--- src/rtl/screen_seq_pkg.sv ---
// Shared types and constants for the OLED screen sequencer.
//   state_t   : sequencer FSM states
//   BLACK     : pixel value driven while idle or blanking (RGB565)
//   DEF_PIX_W : default pixel width
package screen_seq_pkg;

  typedef enum logic {
    IDLE = 1'b0,
    SHOW = 1'b1
  } state_t;

  localparam logic [15:0] BLACK     = 16'h0000;
  localparam int          DEF_PIX_W = 16;

endpackage

--- src/rtl/btn_edge.sv ---
// Rising-edge detector for a debounced level button.
// The previous-sample register updates every cycle. A level that is already
// high on the first sampled cycle produces one press. The consumer decides
// whether to act on that press.
//   clk   : clock
//   rst_n : synchronous reset, active low (previous sample cleared to 0)
//   din   : debounced button level
//   press : high for the cycle where din is high and the previous sample was low
module btn_edge (
  input  logic clk,
  input  logic rst_n,
  input  logic din,
  output logic press
);

  logic prev_q;

  always_ff @(posedge clk) begin
    if (!rst_n) prev_q <= 1'b0;
    else        prev_q <= din;
  end

  assign press = din & ~prev_q;

endmodule

--- src/rtl/screen_sequencer.sv ---
// Screen sequencer for the OLED game path.
// Selects one of NUM_SCREENS generator outputs and supports next/prev
// navigation with wrap or saturate at the ends. After each index change it
// forces the output black for BLANK_CYCLES cycles.
// Optional feature macro SCREEN_SEQ_AUTO_EN: when it is defined, the index
// auto-advances after AUTO_TICKS tick strobes with no button press.
//
// State table:
//   state | meaning
//   IDLE  | game disabled; oled_data black; index held at 0
//   SHOW  | selected screen drives oled_data (black while blanking)
//
// Ports:
//   clk, rst_n   : clock and synchronous active-low reset
//   en           : game enable; low returns to IDLE
//   btn_next/prev: debounced level buttons; each rising edge is one press
//   tick         : slow strobe for auto-advance
//   screen_data  : flattened generator outputs; screen i is [i*PIX_W +: PIX_W]
//   oled_data    : selected pixel (combinational)
//   screen_idx   : current screen index (registered)
//   active       : high in SHOW (decoded directly from the state register)
module screen_sequencer
  import screen_seq_pkg::*;
#(
  parameter int NUM_SCREENS  = 13,
  parameter int PIX_W        = DEF_PIX_W,
  parameter int WRAP         = 1,
  parameter int BLANK_CYCLES = 0,
  parameter int AUTO_TICKS   = 8
) (
  input  logic                           clk,
  input  logic                           rst_n,
  input  logic                           en,
  input  logic                           btn_next,
  input  logic                           btn_prev,
  input  logic                           tick,
  input  logic [NUM_SCREENS*PIX_W-1:0]   screen_data,
  output logic [PIX_W-1:0]               oled_data,
  output logic [$clog2(NUM_SCREENS)-1:0] screen_idx,
  output logic                           active
);

  localparam int IDX_W   = $clog2(NUM_SCREENS);
  localparam int BLANK_W = (BLANK_CYCLES < 2) ? 1 : $clog2(BLANK_CYCLES + 1);
  localparam logic [IDX_W-1:0]   LAST_IDX   = IDX_W'(NUM_SCREENS - 1);
  localparam logic [BLANK_W-1:0] BLANK_LOAD = BLANK_W'(BLANK_CYCLES);

  state_t             state_q, state_d;
  logic [IDX_W-1:0]   idx_q, idx_d;
  logic [BLANK_W-1:0] blank_q, blank_d;
  logic               press_next, press_prev;
  logic               go_next, go_prev;

  btn_edge u_next_edge (
    .clk   (clk),
    .rst_n (rst_n),
    .din   (btn_next),
    .press (press_next)
  );

  btn_edge u_prev_edge (
    .clk   (clk),
    .rst_n (rst_n),
    .din   (btn_prev),
    .press (press_prev)
  );

`ifdef SCREEN_SEQ_AUTO_EN
  localparam int AUTO_W = (AUTO_TICKS < 2) ? 1 : $clog2(AUTO_TICKS);
  localparam logic [AUTO_W-1:0] AUTO_LAST = AUTO_W'(AUTO_TICKS - 1);
  logic [AUTO_W-1:0] auto_q, auto_d;
`else
  logic unused_tick;
  assign unused_tick = tick;
`endif

  always_ff @(posedge clk) begin
    if (!rst_n) begin
      state_q <= IDLE;
      idx_q   <= '0;
      blank_q <= '0;
`ifdef SCREEN_SEQ_AUTO_EN
      auto_q  <= '0;
`endif
    end else begin
      state_q <= state_d;
      idx_q   <= idx_d;
      blank_q <= blank_d;
`ifdef SCREEN_SEQ_AUTO_EN
      auto_q  <= auto_d;
`endif
    end
  end

  always_comb begin
    state_d = state_q;
    idx_d   = idx_q;
    blank_d = blank_q;
    go_next = 1'b0;
    go_prev = 1'b0;
`ifdef SCREEN_SEQ_AUTO_EN
    auto_d  = auto_q;
`endif
    case (state_q)
      IDLE: begin
        idx_d   = '0;
        blank_d = '0;
`ifdef SCREEN_SEQ_AUTO_EN
        auto_d  = '0;
`endif
        if (en) state_d = SHOW;
      end
      SHOW: begin
        if (!en) begin
          state_d = IDLE;
          idx_d   = '0;
          blank_d = '0;
`ifdef SCREEN_SEQ_AUTO_EN
          auto_d  = '0;
`endif
        end else begin
          // Simultaneous presses cancel each other.
          go_next = press_next & ~press_prev;
          go_prev = press_prev & ~press_next;
`ifdef SCREEN_SEQ_AUTO_EN
          // Any press, including a cancelled pair, restarts the auto count
          // and takes priority over a coincident tick.
          if (press_next | press_prev) begin
            auto_d = '0;
          end else if (tick) begin
            if (auto_q == AUTO_LAST) begin
              auto_d  = '0;
              go_next = 1'b1;
            end else begin
              auto_d = auto_q + AUTO_W'(1);
            end
          end
`endif
          if (blank_q != '0) blank_d = blank_q - BLANK_W'(1);

          if (go_next) begin
            if (idx_q == LAST_IDX) idx_d = (WRAP != 0) ? '0 : idx_q;
            else                   idx_d = idx_q + IDX_W'(1);
          end else if (go_prev) begin
            if (idx_q == '0) idx_d = (WRAP != 0) ? LAST_IDX : idx_q;
            else             idx_d = idx_q - IDX_W'(1);
          end

          // Only a real index change restarts blanking; saturated presses do not.
          if (idx_d != idx_q) blank_d = BLANK_LOAD;
        end
      end
      default: state_d = IDLE;
    endcase
  end

  always_comb begin
    oled_data = PIX_W'(BLACK);
    if (state_q == SHOW && blank_q == '0)
      oled_data = screen_data[idx_q*PIX_W +: PIX_W];
  end

  assign screen_idx = idx_q;
  assign active     = (state_q == SHOW);

endmodule
--- config.mk ---
export PLATFORM = sky130hd
export DESIGN_NAME = screen_sequencer
export DESIGN_NICKNAME = d
export VERILOG_FILES = /design/src/rtl/screen_seq_pkg.sv /design/src/rtl/btn_edge.sv /design/src/rtl/screen_sequencer.sv
export SDC_FILE = /design/constraint.sdc
export NUM_CORES = 1
export LEC_CHECK = 0
export CELL_PAD_IN_SITES_DETAIL_PLACEMENT = 1
export CELL_PAD_IN_SITES_GLOBAL_PLACEMENT = 1
export CORE_MARGIN = 10
export CORE_UTILIZATION = 20
export CTS_BUF_LIST = sky130_fd_sc_hd__clkbuf_8
export CTS_CLUSTER_SIZE = 16
export DETAILED_ROUTE_END_ITERATION = 16
export PLACE_DENSITY = 0.84
export SYNTH_ARGS = -nofsm -noshare
export SYNTH_HDL_FRONTEND = slang
export SYNTH_SLANG_ARGS = --single-unit
--- constraint.sdc ---
create_clock -name clk -period 2.6 [get_ports clk]
set_input_delay 0.39 -clock clk [delete_from_list [all_inputs] [get_ports clk]]
set_output_delay 0.39 -clock clk [all_outputs]
set_load 0.01 [all_outputs]
==> flow_metrics.py <==
metrics = {
    "outcome": {
        "status": "finished, final reports clean",
    },
    "global_routing": {
        "grt_pass1_vias": 3683,
        "antenna_found_initial": 0,
        "track_usage_pct": 16.13,
        "grt_busiest_layer": "met2",
        "use_met2_pct": 32.46,
        "grt_overflow": 0,
        "use_met3_pct": 3.467,
        "grt_use_met1_pct": 17.25,
        "grt_pass1_wl_um": 21270,
        "grt_max_degree": 40,
    },
    "die": {
        "floorplan.die.width_um": 129.1,
        "start_util_pct": 20.60,
        "rows": 39,
        "die-area_sq_um": 16680,
        "num_io_pins": 235,
        "core_sq_um": 11560,
        "die_height_um": 129.1,
    },
    "pwr": {
        "ir_drop_uv": 298.2,
        "powerDensity_nw_per_um2": 153.2,
        "power.leakage_nw": 1.758,
    },
    "synth": {
        "synth_nets": 499,
        "yosys_warnings": 0,
        "syn_area_per_cell_sq_um": 8.478,
        "ys_ff_latch": 7,
        "synth_cells": 281,
        "syn_area_sq_um": 2382,
        "synthDistinctLibCells": 41,
        "synth.yosys.seq_area_share_pct": 5.882,
    },
    "timing": {
        "setup_violations": 0,
        "drv_slew": 0,
        "hold_slack_ns": 0.5723,
        "post-route-period-util_pct": 96.42,
        "max_freq_mhz": 398.9,
        "post-route-min-period_ns": 2.507,
        "relSlewSlack_pct": 48.64,
        "worst_pin_slew_ns": 0.7696,
        "skew_ns": 0.001228,
        "setup_tns_ns": 0,
        "hold_viol_final": 0,
        "rsz0062_at_grt": "false",
    },
    "final_layout": {
        "drive_above_1_share_pct": 13.42,
        "antenna_cells": 0,
        "final_cells": 657,
        "n_fill_cell": 1351,
        "register_area_sq_um": 148.9,
        "areaGrowthSynthToFinish_pct": 111.8,
        "finalNetCount": 733,
        "multi_input_area_sq_um": 2057,
    },
    "place": {
        "numPortBuffers": 233,
        "globalplace.congestion": 0.8401,
        "dp_hpwl_um": 12660,
        "dp.cells": 650,
    },
    "critical_path": {
        "cp_max_fo": 13,
        "crit_type": "reg -> out",
        "worst-r2r-cell-count": 8,
        "critPathArrivalTime_ns": 2.12,
        "worstSetupEndpointType": "primary output",
        "start_kind": "register",
        "crit_required_ns": 2.21,
    },
    "cts": {
        "cts_buffers": 3,
        "cts_tree": "yes",
        "htreeDepth": 1,
        "clock_sinks": 7,
        "clk_path_buf_depth": 2,
        "cts_root_buf": "clkbuf_8",
        "clkTransAtPathRegs_ns": 0.04,
        "clock_latency_ns": 0.22,
    },
    "run": {
        "maxCapViolCount": 0,
    },
    "min_path": {
        "holdPathStages": 2,
        "hold_class": "reg -> reg",
    },
    "route": {
        "dr.pass1.iters": 4,
        "antenna_left": 0,
        "drtIter0Drc": 98,
        "num_vias": 3283,
        "via_per_inst": 4.997,
        "wl_um": 14890,
        "wl_per_cell_um": 22.66,
        "drc": 0,
    },
}
==> final cells by class <==
type / instances / area share, %
Timing Repair Buffer: 260 / 51.31
Multi-Input combinational cell: 237 / 40.77
Tap cell: 143 / 3.547
Sequential cell: 7 / 2.951
Clock buffer: 3 / 0.8185
Inverter: 6 / 0.5208
Clock inverter: 1 / 0.07440
==> registers in the layout (all words and copies together), names as in the netlist <==
register            count
screen_idx              4
u_next_edge.prev_q      1
u_prev_edge.prev_q      1
active                  1
==> logic make-up after synthesis <==
group           count (synthesis)  share of synthesized area [%]
mux                            76                          43.07
flops                           7                          5.882
fa+ha+maj                       4                          2.101
buf+inv                        37                          9.873
simple gates                   76                          18.54
compound gates                 81                          20.54
==> report_power, final <==
| part | total, mW | internal (mW) | switching (mW) |
|---|---|---|---|
| Clock | 0.149 | 0.102 | 0.0473 |
| Sequential | 0.111 | 0.109 | 0.00230 |
| Combinational | 0.512 | 0.372 | 0.140 |
| Total | 0.773 | 0.583 | 0.189 |
==> cell usage in the layout, fill, tap and decap left out, drive strengths merged, types with 3 or more instances in the layout <==
master | netlist | layout
nor4 | 6 | 6
nor3 | 16 | 16
a211oi | 3 | 3
dlymetal6s2s | 0 | 7
dlygate4sd2 | 0 | 7
clkbuf | 9 | 3
ha | 4 | 4
nor2 | 17 | 17
a21oi | 20 | 20
buf | 22 | 27
dfxtp | 7 | 7
nand2b | 5 | 5
o21ai | 34 | 34
mux2i | 56 | 56
nand2 | 5 | 5
o22ai | 16 | 16
and2 | 3 | 3
nand3b | 16 | 16
clkdlybuf4s50 | 0 | 218
mux4 | 20 | 20
inv | 6 | 6
==> timing repair <==
item / CTS / global route
endpoints found under the setup margin: 16 / 8
gates resized for setup: 15 / 17
hold buffers: 0 / 0
pin swaps: 0 / 2
buffers inserted: 3 / 0
==> layer usage <==
metal,wire length [um],vias to the layer above
met4,148,0
met3,821,8
li1,-,1563
met5,0,-
met1,5602,1614
met2,8315,98
==> synthesized netlist by cell type <==
cell | n | share of area, %
o21a_1 | 1 | 0.32
or2_0 | 1 | 0.26
inv_1 | 6 | 0.95
and2_1 | 3 | 0.79
nor4_1 | 6 | 1.6
or2_2 | 1 | 0.26
o32a_1 | 1 | 0.42
o22ai_2 | 3 | 1.6
nand3b_1 | 16 | 5.0
buf_4 | 2 | 0.63
nand2_1 | 5 | 0.79
buf_1 | 4 | 0.63
a2111o_1 | 1 | 0.47
buf_8 | 4 | 2.5
o22ai_1 | 13 | 3.4
buf_2 | 9 | 1.9
nor3b_1 | 2 | 0.63
a22oi_1 | 1 | 0.32
a211oi_1 | 3 | 0.95
buf_6 | 2 | 0.95
nor2_1 | 17 | 2.7
dfxtp_1 | 7 | 5.9
ha_1 | 4 | 2.1
mux4_1 | 4 | 4.4
nor2b_1 | 2 | 0.53
a21oi_1 | 20 | 4.2
nand3_1 | 1 | 0.21
a211o_1 | 1 | 0.37
o21bai_2 | 1 | 0.47
nand2b_1 | 5 | 1.3
buf_12 | 1 | 0.84
nor3_1 | 12 | 2.5
mux2i_1 | 56 | 24
o2111ai_1 | 1 | 0.37
clkbuf_2 | 1 | 0.21
mux4_2 | 16 | 15
nand4_1 | 1 | 0.26
o21ai_0 | 34 | 7.1
o31ai_2 | 1 | 0.53
clkbuf_1 | 8 | 1.3
nor3_2 | 4 | 1.7
==> final timing paths <==
check                              from  slack [ns]                    endpoint
max          screen_idx[0]$_SDFFE_PN0P_        0.09                oled_data[7]
min reg2reg           active$_SDFF_PN0_        0.57  screen_idx[3]$_SDFFE_PN0P_
min                   active$_SDFF_PN0_        0.57  screen_idx[3]$_SDFFE_PN0P_
max reg2reg  screen_idx[0]$_SDFFE_PN0P_        0.46  screen_idx[3]$_SDFFE_PN0P_
==> through the flow <==
| step | power [mW] | cell area, sq um | setup WS (ns) | util (%) |
|---|---|---|---|---|
| 2_1_floorplan | 0.2479 | 2382 | 0.5308 | - |
| 3_3_place_gp | 0.6134 | 4905 | 0.01240 | 42.41 |
| 3_5_place_dp | 0.6272 | 4905 | 0.01047 | 42.41 |
| 4_1_cts | 0.7774 | 4992 | 0.004245 | 43.17 |
| 5_1_grt | 0.8170 | 5045 | 0.006910 | 43.62 |
| 6_report | 0.7727 | 5045 | 0.09313 | 43.62 |
==> critical path, stage by stage, from the launching register on <==
cell	delay, ns
dfxtp_4	0.45
buf_6	0.21
mux2i_1	0.22
nor2_1	0.06
nor4_1	0.32
nor3_1	0.09
clkdlybuf4s50_1	0.54
(Power assumes the default switching activity.)
